$ cat src/rtl/ual_pkg.sv
// Shared opcode and FSM encodings for the sequential ALU.
// No logic; constants and types only.
// No flow control; imported by ual_seq and ual_mul_seq.
package ual_pkg;

    localparam logic [2:0] UAL_NOR = 3'b000;
    localparam logic [2:0] UAL_AND = 3'b001;
    localparam logic [2:0] UAL_ADD = 3'b010;
    localparam logic [2:0] UAL_SUB = 3'b011;
    localparam logic [2:0] UAL_SHL = 3'b100;
    localparam logic [2:0] UAL_SHR = 3'b101;
    localparam logic [2:0] UAL_MUL = 3'b110;
    localparam logic [2:0] UAL_RSV = 3'b111;

    typedef enum logic {
        ST_IDLE = 1'b0,
        ST_RUN  = 1'b1
    } ual_state_e;

endpackage

$ cat src/rtl/ual_mul_seq.sv
// Iterative shift-add unsigned multiplier, one partial product per clock (built only with UAL_MUL_EN).
// Latency: load at edge N, last=1 in the cycle before edge N+WIDTH; prod_* are the next-step values.
// Backpressure: load is honoured only while idle; busy=1 for the whole run.
module ual_mul_seq
    import ual_pkg::*;
#(
    parameter int WIDTH = 16
) (
    input  logic             clk,
    input  logic             rst_n,
    input  logic             load,
    input  logic [WIDTH-1:0] a,
    input  logic [WIDTH-1:0] b,
    output logic             busy,
    output logic             last,
    output logic [WIDTH-1:0] prod_hi,
    output logic [WIDTH-1:0] prod_lo
);

    localparam int CW = $clog2(WIDTH + 1);

    ual_state_e       state, state_n;
    logic [CW-1:0]    cnt;
    logic [WIDTH-1:0] mcand;
    logic [WIDTH-1:0] hi_q;
    logic [WIDTH-1:0] lo_q;
    logic [WIDTH:0]   sum;

    always_comb begin
        state_n = state;
        case (state)
            ST_IDLE: if (load)          state_n = ST_RUN;
            ST_RUN:  if (cnt == CW'(1)) state_n = ST_IDLE;
            default:                    state_n = ST_IDLE;
        endcase
    end

    // Multiplier bits retire from lo_q's LSB while product bits shift in at its MSB.
    always_comb begin
        sum     = {1'b0, hi_q} + (lo_q[0] ? {1'b0, mcand} : {(WIDTH+1){1'b0}});
        prod_hi = sum[WIDTH:1];
        prod_lo = {sum[0], lo_q[WIDTH-1:1]};
    end

    assign busy = (state == ST_RUN);
    assign last = busy && (cnt == CW'(1));

    always_ff @(posedge clk or negedge rst_n) begin
        if (!rst_n) begin
            state <= ST_IDLE;
            cnt   <= '0;
            mcand <= '0;
            hi_q  <= '0;
            lo_q  <= '0;
        end else begin
            state <= state_n;
            if (state == ST_IDLE && load) begin
                mcand <= a;
                hi_q  <= '0;
                lo_q  <= b;
                cnt   <= CW'(WIDTH);
            end else if (state == ST_RUN) begin
                hi_q <= prod_hi;
                lo_q <= prod_lo;
                cnt  <= cnt - CW'(1);
            end
        end
    end

endmodule

$ cat src/rtl/ual_seq.sv
// Sequential ALU: NOR/AND/ADD/SUB/SHL/SHR in one cycle, MUL multi-cycle when UAL_MUL_EN is defined.
// Latency: single-cycle ops complete at the accept edge; MUL completes WIDTH edges after accept.
// Backpressure: start is accepted only when busy=0; starts while busy are dropped, not queued.
module ual_seq
    import ual_pkg::*;
#(
    parameter int WIDTH = 16
) (
    input  logic             clk,
    input  logic             rst_n,
    input  logic             start,
    input  logic [2:0]       sel_UAL,
    input  logic [WIDTH-1:0] DATA_R1,
    input  logic [WIDTH-1:0] DATA_ACCU,
    output logic [WIDTH-1:0] DATA_OUT,
    output logic [WIDTH-1:0] DATA_HI,
    output logic             carry,
    output logic             zero,
    output logic             busy,
    output logic             done
);

    logic             accept;
    logic             is_mul;
    logic [WIDTH-1:0] res;
    logic             res_c;
    logic [WIDTH:0]   wide;
    logic             mul_last;
    logic [WIDTH-1:0] mul_hi;
    logic [WIDTH-1:0] mul_lo;

    assign accept = start && !busy;

`ifdef UAL_MUL_EN
    assign is_mul = (sel_UAL == UAL_MUL);

    ual_mul_seq #(.WIDTH(WIDTH)) u_mul (
        .clk     (clk),
        .rst_n   (rst_n),
        .load    (accept && is_mul),
        .a       (DATA_ACCU),
        .b       (DATA_R1),
        .busy    (busy),
        .last    (mul_last),
        .prod_hi (mul_hi),
        .prod_lo (mul_lo)
    );
`else
    assign is_mul   = 1'b0;
    assign busy     = 1'b0;
    assign mul_last = 1'b0;
    assign mul_hi   = '0;
    assign mul_lo   = '0;
`endif

    // Without the multiplier, opcode 110 lands in the default (reserved) branch.
    always_comb begin
        res   = '0;
        res_c = 1'b0;
        wide  = '0;
        case (sel_UAL)
            UAL_NOR: res = ~(DATA_ACCU | DATA_R1);
            UAL_AND: res = DATA_ACCU & DATA_R1;
            UAL_ADD: begin
                wide  = {1'b0, DATA_ACCU} + {1'b0, DATA_R1};
                res   = wide[WIDTH-1:0];
                res_c = wide[WIDTH];
            end
            UAL_SUB: begin
                wide  = {1'b0, DATA_ACCU} - {1'b0, DATA_R1};
                res   = wide[WIDTH-1:0];
                res_c = wide[WIDTH];
            end
            UAL_SHL: begin
                res   = {DATA_ACCU[WIDTH-2:0], 1'b0};
                res_c = DATA_ACCU[WIDTH-1];
            end
            UAL_SHR: begin
                res   = {1'b0, DATA_ACCU[WIDTH-1:1]};
                res_c = DATA_ACCU[0];
            end
            default: begin
                res   = '0;
                res_c = 1'b0;
            end
        endcase
    end

    always_ff @(posedge clk or negedge rst_n) begin
        if (!rst_n) begin
            DATA_OUT <= '0;
            DATA_HI  <= '0;
            carry    <= 1'b0;
            zero     <= 1'b0;
            done     <= 1'b0;
        end else if (mul_last) begin
            DATA_OUT <= mul_lo;
            DATA_HI  <= mul_hi;
            carry    <= |mul_hi;
            zero     <= (mul_lo == '0);
            done     <= 1'b1;
        end else if (accept && !is_mul) begin
            DATA_OUT <= res;
            DATA_HI  <= '0;
            carry    <= res_c;
            zero     <= (res == '0);
            done     <= 1'b1;
        end else begin
            done     <= 1'b0;
        end
    end

endmodule
$ cat config.mk
export PLATFORM = sky130hd
export DESIGN_NAME = ual_seq
export DESIGN_NICKNAME = d
export VERILOG_FILES = /design/src/rtl/ual_pkg.sv /design/src/rtl/ual_mul_seq.sv /design/src/rtl/ual_seq.sv
export SDC_FILE = /design/constraint.sdc
export NUM_CORES = 1
export LEC_CHECK = 0
export CORE_UTILIZATION = 55
export CTS_CLUSTER_DIAMETER = 50
export CTS_CLUSTER_SIZE = 24
export DETAILED_ROUTE_END_ITERATION = 8
export DONT_BUFFER_PORTS = 1
export PLACE_DENSITY = 0.73
export RECOVER_POWER = 100
export REMOVE_ABC_BUFFERS = 1
export SLEW_MARGIN = 0
export SYNTH_ARGS = -nofsm -noshare
export SYNTH_HDL_FRONTEND = slang
export SYNTH_SLANG_ARGS = --single-unit
$ cat constraint.sdc
create_clock -name clk -period 0.93 [get_ports clk]
set_input_delay 0.2325 -clock clk [delete_from_list [all_inputs] [get_ports clk]]
set_output_delay 0.2325 -clock clk [all_outputs]
set_load 0.03 [all_outputs]
# Yosys cells after proc, flatten, opt, wreduce, memory -nomap -nowiden
# Index checks and enable logic that the tools add are counted.
dict set report word_totals {
  romBits 0
  regBits 19
  out_inout_bits 36
  latch_bits 0
  ram_bits 0
  wordCells 19
  memories 0
  in_bits 38
}
dict set report op_classes {
  n_bitwise 3
  n_div 0
  shifts 0
  n_mul 0
  n_addsub 2
  reduce_logical 2
  magnitude_cmp 0
  eq_ne 5
  n_mux 3
}
# cell n
set op_table {}
lappend op_table {{case mux 16 bit (6 select lines)} 1}
lappend op_table {{adder 16 x 16 -> 17 bit} 1}
lappend op_table {{subtractor 16 x 16 -> 17 bit} 1}
lappend op_table {{bitwise AND 16 bit} 1}
lappend op_table {{zero test 16 bit} 1}
lappend op_table {{NOT 16 bit} 1}
lappend op_table {{OR 16 bit} 1}
lappend op_table {{== test 3 x 2 -> 1 bit, second input constant} 2}
lappend op_table {{== test 3 bit, second input constant} 2}
lappend op_table {{case mux 1 bit (4 select lines)} 1}
lappend op_table {{== test 3 x 1 -> 1 bit, second input constant} 1}
lappend op_table {{zero test 3 bit} 1}
lappend op_table {{2-to-1 mux 1 bit} 1}

# Logic depth before layout (Yosys ltp)
dict set report logic_depth {
  ltp_word 4
  ltp_mapped 12
  depth_no_buf 12
}

# Least setup slack after synthesis
# Ideal clock, no wire load.
dict set report synth_timing {
  path_type {in2reg}
  start {input port DATA_R1[0]}
  end {register zero}
  path_buffers 0
  path_slack_ns -1.807
  t_required_ns 0.826
  setup_ns 0.104
  stages 11
  arrival_ns 2.633
  cell_sequence {ha_1 -> fa_1 -> a211oi_2 -> nor3_1 -> o41a_1 -> a311oi_2 -> xor2_1 -> nor3_1 -> a221oi_2 -> nor2_1 -> o41ai_2}
}
dict set report synth_via {
  elab_chain_cells 4
  elab_cells_between_ends 7
  cone_classes {add/sub: 2; mux: 1; bitwise: 3; reduce/logical: 1}
}
# item line_no
set synth_rtl {}
lappend synth_rtl {{from (decl)} ual_seq.sv:13} ;# input logic [WIDTH-1:0] DATA_R1,
lappend synth_rtl {{parallel branches: the longest is 2 deep, another holds subtractor 16 x 16 -> 17 bit} --}
lappend synth_rtl {{case mux 16 bit (6 select lines) *} ual_seq.sv:61} ;# case (sel_UAL)
lappend synth_rtl {{zero test 16 bit *} ual_seq.sv:106} ;# zero <= (res == '0);
lappend synth_rtl {{to (signal assigned)} ual_seq.sv:100} ;# zero <= (mul_lo == '0);
lappend synth_rtl {{to (signal assigned)} ual_seq.sv:106}
lappend synth_rtl {{to (decl)} ual_seq.sv:18} ;# output logic zero,
# Every way passes the cells marked *.
# A chain may end at the register's enable or synchronous reset.

# Worst setup path in the final report
# Ends and elaborated chain as after synthesis.

==> metrics.yaml <==
met2_usage_pct: 64.75
synth_area_um2: 3613
grt_overflow: 0
coreArea_um2: 6350
vias: 4303
h-tree-depth: 1
routabilityCongestion: 0.9521
grt_setup_unrepaired: "true"
violations: "negative setup slack"
wl_um: 15000
fin_ws_ns: -1.764
synth_seq_cells: 19
p_leak_nw: 2.499
drtIter0Drc: 417
synth_edf_count: 0
synth_flop_cell: "dfrtp_1"
postRouteAntennaNets: 0
hold_viol_final: 0
grt_busiest_layer: "met2"
hp-class: "in -> reg"
num_rows: 29
p_per_area_nw_per_um2: 952.1
timing.final.crit_share_pct: 289.7
seq_area_frac_synth_pct: 13.16
synthTopCellsByCount: "ha_1 (50), inv_1 (48), a21oi_1 (32), nor2_1 (32)"
clock_sinks: 19
drtPass1Iterations: 7
fillers: 356
cts.clk_slew.worst_paths_ns: 0.08
critical_path_required_ns: 1.09
path_max_fanout: 3
cp-start-kind: "input port"
portBuffers: 0
synth_area_leaders: "ha_1 (17%), dfrtp_1 (13%), mux4_2 (7.5%), inv_1 (5.0%), a21oi_1 (4.4%)"
setup_tns_ns: -22.78
insertion_delay_ns: 0.26
hpwl_um: 8756
cts_buffers: 3
cts_root_buffer: "clkbuf_8"
setup_violations: 37
die_area_um2: 6898
cp-end-kind: "flop"
nets: 667
grt.total_usage_pct: 37.22
ios: 74
die_h_um: 83.06
final-seq-area_um2: 483.0
synth_cell_type_count: 67
drive_above_1_share_pct: 47.40
multi_input_area_um2: 3378
fin_total_pwr_mw: 5.182
initial_core_util_pct: 56.91
grt_use_met3_pct: 4.473
fin_skew_ns: 0
grt_max_degree: 40
crit_type: "in -> reg"
synthArstFlopShare_pct: 100.0
clockBufferDepth: 2
syn_inst: 446
area_delta_synth_final_pct: 50.62
fin_crit_ns: 2.694
fin_area_um2: 5443
antenna_cells: 0
post-route-drc-count: 0
yosys.area.top_type: "ha_1"
max_freq_ghz: 0.3712
dpl-instance-area_um2: 4472
finish.utilization_pct: 85.71
antenna_found_initial: 0
slew_headroom_pct: 28.82
avgSynthCellArea_um2: 8.102
grt_pass1_wl_um: 20470
status: "complete, but fails checks"
grt_pass1_vias: 4076
use_met1_pct: 45.60
ys_warn_count: 0
wl_per_cell_um: 22.98
synth_most_common_cell: "ha_1"
worst_pin_slew_ns: 1.068
vias_per_cell: 6.590
cts_tree: "done"
die-width_um: 83.06
max_cap_viol_count: 0
ir_worst_vdd_v: 0.001343
slew_viol_final: 0
arrival_ns: 2.85
synth_top_area_share_pct: 17.31
## kinds of logic after synthesis
logic type | Yosys count | share of synthesized area [%]
other cells | 1 | 0.1038
mux | 29 | 12.53
xor+xnor | 12 | 2.909
flops | 19 | 13.16
buf+inv | 90 | 11.63
compound gates | 123 | 23.79
fa+ha+maj | 52 | 18.42
simple gates | 120 | 17.45
## cell type report
type / count / area share (%)
timing repair buffer: 151 / 22.74
inverter: 49 / 3.724
tap: 77 / 1.770
clock buffer: 4 / 0.8276
multi-input combinational: 353 / 62.07
sequential: 19 / 8.874
## cells in the final DEF, fill, tap and decap left out, types with 4 or more instances in the layout
cell / Yosys / layout
buf_4: 19 / 121
inv_1: 48 / 43
ha_1: 50 / 37
buf_6: 0 / 28
nor2_1: 32 / 26
a21oi_1: 32 / 17
conb_1: 1 / 17
nor3_1: 19 / 16
dfrtp_1: 19 / 13
ha_4: 0 / 13
mux4_2: 12 / 12
nand2_1: 12 / 11
a21oi_2: 0 / 10
nand2b_1: 9 / 8
mux2_4: 0 / 8
nor2b_1: 10 / 8
o21ai_1: 0 / 8
o21ai_0: 18 / 7
dfrtp_2: 0 / 6
mux2i_1: 7 / 6
xor2_1: 6 / 6
a31oi_1: 9 / 6
a21o_1: 5 / 5
xnor2_1: 6 / 5
nand3_1: 5 / 5
a21oi_4: 0 / 5
and3_1: 5 / 5
o211ai_1: 5 / 5
nor4_1: 5 / 5
a211oi_2: 1 / 4
nor2_2: 0 / 4
a211oi_1: 8 / 4
## registers in the layout (all words and copies together) (netlist names)
register / count
done: 1
DATA_OUT: 16
zero: 1
carry: 1
## through the flow
stage / worst slack (ns) / instances / hold WS, ns
after global routing: -1.781 / 653 / 0.02349
final: -1.764 / 653 / 0.03077
after floorplan: -1.827 / 421 / -0.06309
after global placement: -1.899 / 623 / -0.06278
after detailed placement: -1.987 / 623 / -0.06276
after CTS: -1.473 / 644 / 0.03617
## critical path, stage by stage
cell      delay, ns
ha_4           0.15
fa_2           0.38
buf_6          0.15
a21oi_4        0.15
buf_4          0.13
o211ai_1       0.08
o21ai_1        0.15
xnor2_1        0.13
a211oi_1       0.36
nand4_1        0.20
nor3b_2        0.24
nand4b_1       0.21
o41ai_2        0.27
## routing by layer
layer  vias up  routed length, um
met5         -                  0
met4         0                958
met3        95               1406
met2       325               7063
met1      2046               5576
li1       1837                  -
## power by group
part	switching, mW	internal [mW]
logic	1.78	1.69
registers	0.166	0.940
clock network	0.300	0.306
## path summary, 6_finish.rpt
path / startpoint / end / slack [ns] / cells after the start
min in group asynchronous: rst_n / DATA_OUT[2] / 0.14 / 1
setup reg to reg: carry / carry / -0.04 / 4
hold / removal: start / DATA_OUT[3] / 0.03 / 1
setup / recovery: DATA_R1[0] / zero / -1.76 / 13
hold reg to reg: DATA_OUT[11] / DATA_OUT[11] / 0.57 / 1
max in group asynchronous: rst_n / DATA_OUT[10] / 0.08 / 1
## timing repair
action                                 in CTS  in global routing
hold buffers                                2                  0
pin swaps                                  38                 24
resized for setup                         128                 40
setup endpoints to repair                  37                 56
setup buffers                              15                 15
endpoints found under the hold margin      20                  0
cloned                                      0                  0
Power figures use the tool's default switching activity.
